===== config.mk =====
export PLATFORM = sky130hd
export DESIGN_NAME = bcd_counter_display
export DESIGN_NICKNAME = d
export VERILOG_FILES = /design/src/rtl/bcd_counter_display.sv
export SDC_FILE = /design/constraint.sdc
export NUM_CORES = 1
export LEC_CHECK = 0
export CAP_MARGIN = 20
export CELL_PAD_IN_SITES_DETAIL_PLACEMENT = 1
export CELL_PAD_IN_SITES_GLOBAL_PLACEMENT = 1
export CORE_ASPECT_RATIO = 1.4
export CORE_MARGIN = 5
export CORE_UTILIZATION = 47
export DETAILED_ROUTE_END_ITERATION = 12
export PLACE_DENSITY_LB_ADDON = 0.05
export SETUP_SLACK_MARGIN = 0.2
export SLEW_MARGIN = 20
export SYNTH_ARGS = -nofsm -noshare
export SYNTH_HDL_FRONTEND = slang
export SYNTH_SLANG_ARGS = --single-unit
export TNS_END_PERCENT = 50

===== constraint.sdc =====
create_clock -name clk_100MHz -period 3.9 [get_ports clk_100MHz]
set_clock_uncertainty 0.1 [all_clocks]
set_input_delay 0.78 -clock clk_100MHz [delete_from_list [all_inputs] [get_ports clk_100MHz]]
set_output_delay 0.78 -clock clk_100MHz [all_outputs]
set_load 0.01 [all_outputs]

===== src/rtl/bcd_counter_display.sv =====
// -----------------------------------------------------------------------------
// bcd_counter_display
//
// Purpose:
//   This block is a multi-digit BCD up/down counter that saturates at its
//   terminal value. It includes a free-running tick prescaler and a
//   time-multiplexed 7-segment scanner that drives the board pins directly.
//
// Parameters:
//   DIGITS   number of BCD digits counted and displayed (1..8)
//   CLK_HZ   input clock frequency
//   TICK_HZ  count rate        (TICK_DIV = CLK_HZ/TICK_HZ, >= 2)
//   SCAN_HZ  per-digit scan rate (SCAN_DIV = CLK_HZ/SCAN_HZ, >= 2)
//
// Ports:
//   clk_100MHz  in   system clock, rising edge
//   reset       in   asynchronous active-low reset
//   enable      in   1 = count on each tick, 0 = hold
//   forward     in   1 = count up, 0 = count down
//   load        in   synchronous load of load_value (wins over a tick)
//   load_value  in   BCD digits; digit 0 = [3:0]; digits > 9 load as 9
//   count       out  registered BCD count
//   finish      out  count is at the terminal value for the current direction
//   seg         out  {g,f,e,d,c,b,a}, active-low
//   dp          out  decimal point, active-low, always off
//   an          out  digit anodes, active-low, one-hot-low
//
// Configuration macro:
//   LEADING_ZERO_BLANK_EN - when this macro is defined, a digit above digit 0
//   is blanked if it and all higher digits are zero. The anode timing does
//   not change.
// -----------------------------------------------------------------------------
module bcd_counter_display #(
    parameter int DIGITS  = 4,
    parameter int CLK_HZ  = 100_000_000,
    parameter int TICK_HZ = 1,
    parameter int SCAN_HZ = 1000
) (
    input  logic                  clk_100MHz,
    input  logic                  reset,
    input  logic                  enable,
    input  logic                  forward,
    input  logic                  load,
    input  logic [4*DIGITS-1:0]   load_value,
    output logic [4*DIGITS-1:0]   count,
    output logic                  finish,
    output logic [6:0]            seg,
    output logic                  dp,
    output logic [DIGITS-1:0]     an
);

    localparam int TICK_DIV = CLK_HZ / TICK_HZ;
    localparam int SCAN_DIV = CLK_HZ / SCAN_HZ;
    localparam int TICK_W   = $clog2(TICK_DIV);
    localparam int SCAN_W   = $clog2(SCAN_DIV);
    localparam int IDX_W    = (DIGITS > 1) ? $clog2(DIGITS) : 1;
    localparam int CW       = 4 * DIGITS;

    // Map an active-low 7-segment pattern, {g,f,e,d,c,b,a}. Non-BCD values are shown blank.
    function automatic logic [6:0] seg7_decode(input logic [3:0] d);
        logic [6:0] p;
        case (d)
            4'd0:    p = 7'b1000000;
            4'd1:    p = 7'b1111001;
            4'd2:    p = 7'b0100100;
            4'd3:    p = 7'b0110000;
            4'd4:    p = 7'b0011001;
            4'd5:    p = 7'b0010010;
            4'd6:    p = 7'b0000010;
            4'd7:    p = 7'b1111000;
            4'd8:    p = 7'b0000000;
            4'd9:    p = 7'b0010000;
            default: p = 7'h7F;
        endcase
        return p;
    endfunction

    // Step the count by one BCD unit, rippling the carry or borrow across digits.
    // The caller never steps past all-9s or all-0s, so the top digit cannot overflow.
    function automatic logic [CW-1:0] bcd_step(input logic [CW-1:0] val, input logic up);
        logic [CW-1:0] res;
        logic          ripple;
        logic [3:0]    d;
        res    = val;
        ripple = 1'b1;
        for (int i = 0; i < DIGITS; i++) begin
            d = val[4*i +: 4];
            if (ripple) begin
                if (up) begin
                    if (d == 4'd9) begin
                        d = 4'd0;
                    end else begin
                        d      = d + 4'd1;
                        ripple = 1'b0;
                    end
                end else begin
                    if (d == 4'd0) begin
                        d = 4'd9;
                    end else begin
                        d      = d - 4'd1;
                        ripple = 1'b0;
                    end
                end
            end
            res[4*i +: 4] = d;
        end
        return res;
    endfunction

    // Clamp each loaded digit to 9 so that the count never holds a non-BCD digit.
    function automatic logic [CW-1:0] bcd_clamp(input logic [CW-1:0] val);
        logic [CW-1:0] res;
        for (int i = 0; i < DIGITS; i++) begin
            res[4*i +: 4] = (val[4*i +: 4] > 4'd9) ? 4'd9 : val[4*i +: 4];
        end
        return res;
    endfunction

    logic [TICK_W-1:0] presc_r;
    logic [SCAN_W-1:0] scan_cnt_r;
    logic [IDX_W-1:0]  scan_idx_r;
    logic [CW-1:0]     count_r;
    logic [6:0]        seg_r;
    logic [DIGITS-1:0] an_r;
    logic              tick_s;
    logic              finish_s;
    logic [3:0]        scan_digit_s;
    logic              blank_s;

    assign tick_s = (presc_r == TICK_W'(TICK_DIV - 1));

    // Free-running prescaler. Enable and load do not gate it.
    always_ff @(posedge clk_100MHz or negedge reset) begin
        if (!reset) begin
            presc_r <= '0;
        end else if (tick_s) begin
            presc_r <= '0;
        end else begin
            presc_r <= presc_r + TICK_W'(1);
        end
    end

    // Decode the terminal value for the current direction from the registered count.
    always_comb begin
        finish_s = 1'b0;
        if (forward) begin
            finish_s = (count_r == {DIGITS{4'd9}});
        end else begin
            finish_s = (count_r == {DIGITS{4'd0}});
        end
    end

    // Count register. Load has priority over a tick, and a tick at the terminal value does nothing.
    always_ff @(posedge clk_100MHz or negedge reset) begin
        if (!reset) begin
            count_r <= '0;
        end else if (load) begin
            count_r <= bcd_clamp(load_value);
        end else if (tick_s && enable && !finish_s) begin
            count_r <= bcd_step(count_r, forward);
        end else begin
            count_r <= count_r;
        end
    end

    // Scan timing: the index advances once every SCAN_DIV cycles and wraps from the last digit to 0.
    always_ff @(posedge clk_100MHz or negedge reset) begin
        if (!reset) begin
            scan_cnt_r <= '0;
            scan_idx_r <= '0;
        end else if (scan_cnt_r == SCAN_W'(SCAN_DIV - 1)) begin
            scan_cnt_r <= '0;
            if (scan_idx_r == IDX_W'(DIGITS - 1)) begin
                scan_idx_r <= '0;
            end else begin
                scan_idx_r <= scan_idx_r + IDX_W'(1);
            end
        end else begin
            scan_cnt_r <= scan_cnt_r + SCAN_W'(1);
            scan_idx_r <= scan_idx_r;
        end
    end

    // Select the digit under the scan index and decide whether to blank it as a leading zero.
    always_comb begin
        scan_digit_s = 4'd0;
        blank_s      = 1'b0;
        for (int i = 0; i < DIGITS; i++) begin
            if (scan_idx_r == IDX_W'(i)) begin
                scan_digit_s = count_r[4*i +: 4];
            end
        end
`ifdef LEADING_ZERO_BLANK_EN
        begin
            logic zero_above;
            zero_above = 1'b1;
            for (int i = DIGITS - 1; i > 0; i--) begin
                zero_above = zero_above & (count_r[4*i +: 4] == 4'd0);
                if ((scan_idx_r == IDX_W'(i)) && zero_above) begin
                    blank_s = 1'b1;
                end
            end
        end
`else
        blank_s = 1'b0;
`endif
    end

    // Register the anode and segment outputs together so that a digit always shows its own pattern.
    always_ff @(posedge clk_100MHz or negedge reset) begin
        if (!reset) begin
            an_r  <= ~DIGITS'(1);
            seg_r <= 7'b1000000;
        end else begin
            an_r  <= ~(DIGITS'(1) << scan_idx_r);
            seg_r <= blank_s ? 7'h7F : seg7_decode(scan_digit_s);
        end
    end

    assign count  = count_r;
    assign finish = finish_s;
    assign seg    = seg_r;
    assign an     = an_r;
    assign dp     = 1'b1;

endmodule


==> metrics.sh <==
LAYOUT.CELLS.MOST_COMMON='sky130_fd_sc_hd__dfrtp_1'
YS.WARNINGS.COUNT=0
GRT_UTIL_MET1_PCT=25.3
DRV.MAX_CAP_VIOLATION_COUNT=0
MAX_CLOCK_FREQ_MHz=283
BUFFER_PORTS.INSERTED=48
CPLARGESTDELAYFAMILY='buffers and inverters'
GRT_MOST_USED_LAYER='met2'
ARRIVAL_NS=2.65
TIMING_HOLD_VIOLATIONS_FINAL=0
START_UTIL_PCT=47.3
POST_SYNTH.CELL_AREA_AVG_SQ_UM=9.03
YS_DOMINANT_REG_CELL='sky130_fd_sc_hd__dfrtp_1'
ROWS=42
CTS_TREE='done'
FINAL-SEQ-AREA_SQ_MM=0.00183
GLOBAL_ROUTE_WIRE_LENGTH_BEFORE_REPAIR_MM=20.9
HOLDBUFCOUNTCTS=0
FINALSETUPTNS_NS=0
GRT_PASS1_VIAS=4279
CORE_REGION_SQ_MM=0.00935
P_PER_AREA_mW_PER_MM2=398
DETAILED_PLACE_HPWL_MM=8.69
LAYOUT_WORST_PATH_CYCLE_SHARE_PCT=90.5
SLEW_HEADROOM_PCT=42.7
CLOCK_INSERTION_DELAY_WORST_SKEW_NS=0.34
MULTI_INPUT_COMB_AREA_SQ_MM=0.00238
TIMING.CRITICAL_PATH.CELLS='clkdlybuf4s50_1, or3_1, nor3_1, o211ai_1, clkinv_2, clkdlybuf4s50_1'
SYN_TO_FINAL_GROWTH_PCT=20.0
NNETSFINAL=552
CRITICAL_PATH.MAX_FANOUT=4
CTS_SETUP_BUFFERS=0
SYNTH_EDF_COUNT=0
CLK_PATH_BUF_DEPTH=2
DR.PASS1.ITERS=4
POSTSYNTHCELLCOUNT=490
GROUTE.LAYER.MET3.USAGE_PCT=3.93
FINAL_MAX_SLEW_VIOL_COUNT=0
MAX-VDD-IR-DROP_mV=0.302
WIRE_PER_INST_UM=18.9
HOLDCRITPATHCLASS='input pin to async pin'
YOSYS.CELL_TYPES.COUNT=66
SHARE_OF_FINAL_LAYOUT_STANDARD_CELLS_STRONGER_THAN_DRIVE_STRENGTH_1_PCT=7.56
OUTCOME='complete, no violations'
DELAY_CONTRIBUTED_BY_THE_SLOWEST_STAGE_OF_THE_CRITICAL_PATH_NS=0.53
SYNTHESIS.AREA_SQ_MM=0.00443
ROUTED_VIA_DENSITY=6.21
WORSTPATHREQUIRED_NS=3.02
CRIT_TOP_CELL='sky130_fd_sc_hd__clkdlybuf4s50_1'
CLOCK_SINKS=73
YOSYSTOPAREACELL='sky130_fd_sc_hd__dfrtp_1'
SETUP_VIOLATIONS=0
ROUTED_WIRELENGTH_MM=12.1
LAYOUT_MIN_CYCLE_TIME_NS=3.53
CRITICAL_PATH.N_BUFFERS_INVERTERS=3
IOPINCOUNT=50
DIE_AREA_SQ_MM=0.0115
DIE_H_UM=125
CTS_MADE_BUFFERS=9
TIMING_WORST_SLEW_PIN_VALUE_NS=0.852
LAYOUT_COMMON_CELLS='sky130_fd_sc_hd__dfrtp_1 (69), sky130_fd_sc_hd__clkdlybuf4s50_1 (47), sky130_fd_sc_hd__nor2_1 (44)'
GLOBALROUTEOVERFLOWTOTAL=0
CRIT_PATH_END_KIND='primary output'
ANTENNA_FOUND_INITIAL=0
RSZ0062_AT_GRT='false'
DRT_FIRST_ITER_VIOLATIONS=106
SYN_NETS=518
GP_CONGESTION=0.814
DIODES=0
DIEWIDTH_UM=92.0
CP_SLOWEST_CELL='sky130_fd_sc_hd__clkdlybuf4s50_1'
DRT.ANTENNA.VIOLATING_NETS=0
POSTSYNTH.ASYNCRESETSHARE_PCT=100
USE_MET2_PCT=40.6
FINAL_CORE_UTILIZATION_PCT=56.8
PATH_DEPTH=6
LEAKAGE_nW=2.20
TOP_POST_SYNTHESIS_CELLS_BY_AREA='sky130_fd_sc_hd__dfrtp_1 (39%), sky130_fd_sc_hd__xnor2_1 (4.6%), sky130_fd_sc_hd__xor2_1 (3.8%), sky130_fd_sc_hd__nor2_1 (3.7%), sky130_fd_sc_hd__nand3_1 (2.8%)'
CLOCK_TRANSITION_AT_THE_REGISTERS_OF_THE_REPORTED_PATHS_NS=0.06
NATURE_OF_THE_CRITICAL_PATH_STARTPOINT='input pin'
POSTSYNTHREGISTERBITS=73
FF2FF_PATH_DEPTH=5
CLOCK_TREE.HTREE_LEVEL_COUNT=3
CTS-RESIZED-GATES=0
ROUTED-VIA-COUNT=3967
SYNTHDOMINANTCELLAREASHARE_PCT=39.0
FILLER_CELL_COUNT=1095
SYNTH.YOSYS.SEQ_AREA_SHARE_PCT=41.4
CTS_ROOT_BUF='sky130_fd_sc_hd__clkbuf_16'
DRC=0
GRTUSAGETOTAL_PCT=22.5
GRT_MAX_DEGREE=34
PATH_CLASS='input pin to primary output'
synthesized netlist by cell type, types with 8 or more instances:
| cell type | number |
|---|---|
| sky130_fd_sc_hd__a21oi_1 | 16 |
| sky130_fd_sc_hd__a31oi_1 | 9 |
| sky130_fd_sc_hd__and3_1 | 11 |
| sky130_fd_sc_hd__buf_2 | 8 |
| sky130_fd_sc_hd__clkbuf_1 | 19 |
| sky130_fd_sc_hd__dfrtp_1 | 69 |
| sky130_fd_sc_hd__inv_1 | 18 |
| sky130_fd_sc_hd__nand2_1 | 32 |
| sky130_fd_sc_hd__nand3_1 | 25 |
| sky130_fd_sc_hd__nand4_1 | 18 |
| sky130_fd_sc_hd__nor2_1 | 44 |
| sky130_fd_sc_hd__nor3_1 | 15 |
| sky130_fd_sc_hd__o21ai_0 | 22 |
| sky130_fd_sc_hd__or3_1 | 9 |
| sky130_fd_sc_hd__xnor2_1 | 23 |
| sky130_fd_sc_hd__xor2_1 | 19 |
flip-flops by register name, indices dropped and copies added, names as in the netlist:
register    flops
seg             7
scan_cnt_r     17
an              4
scan_idx_r      2
presc_r        27
count          16
metal layers:
| layer | vias up | share of wire, % | wire [um] |
|---|---|---|---|
| li1 | 1863 | - | - |
| met5 | - | 0 | 0 |
| met3 | 29 | 3.0 | 361 |
| met2 | 72 | 53 | 6390 |
| met1 | 2003 | 41 | 4970 |
| met4 | 0 | 3.2 | 382 |
per-stage QoR:
| stage | worst slack (ns) | hold WS, ns | instances | cell area (sq um) | total power, mW |
|---|---|---|---|---|---|
| 3_5_place_dp | 0.426 | 0.385 | 623 | 4950 | 1.09 |
| 3_3_place_gp | 0.434 | 0.375 | 623 | 4950 | 1.09 |
| 4_1_cts | 0.331 | 0.295 | 639 | 5310 | 2.13 |
| 2_1_floorplan | 1.16 | 0.348 | 490 | 4430 | 0.971 |
| 6_report | 0.370 | 0.286 | 639 | 5310 | 2.11 |
| 5_1_grt | 0.258 | 0.319 | 639 | 5310 | 2.20 |
logic make-up after synthesis:
logic type               Yosys count  share of synthesized area [%]
AND/OR/NAND/NOR                  206                           25.8
XOR/XNOR                          42                           8.31
buffers and inverters             51                           4.92
flip-flops                        73                           41.4
AO/OA/AOI/OAI                    102                           15.7
other                              1                         0.0847
adder cells (fa/ha/maj)            7                           1.98
multiplexers                       8                           1.89
layout make-up:
class,instances,share of cell area [%]
tap,110,2.59
clock buffer,10,4.31
multi-input combinational,366,44.7
sequential,73,34.5
timing repair buffer,55,9.94
inverter,19,1.37
clock inverter,6,2.59
power breakdown:
part           internal [mW]  switching (mW)
Clock                  0.695           0.338
Sequential             0.783          0.0503
Combinational          0.127           0.122
path summary, 6_finish.rpt:
check	end	slack [ns]	from
worst max-delay path	finish	0.37	forward
worst min-delay path	count[11]$_DFFE_PN0P_	0.29	reset
worst max register to register	count[12]$_DFFE_PN0P_	1.25	presc_r[12]$_DFF_PN0_
worst min register to register	presc_r[0]$_DFF_PN0_	0.39	presc_r[0]$_DFF_PN0_
max in group asynchronous	count[2]$_DFFE_PN0P_	2.60	reset
min in group clk_100MHz	presc_r[0]$_DFF_PN0_	0.39	presc_r[0]$_DFF_PN0_
(Power assumes the default switching activity.)
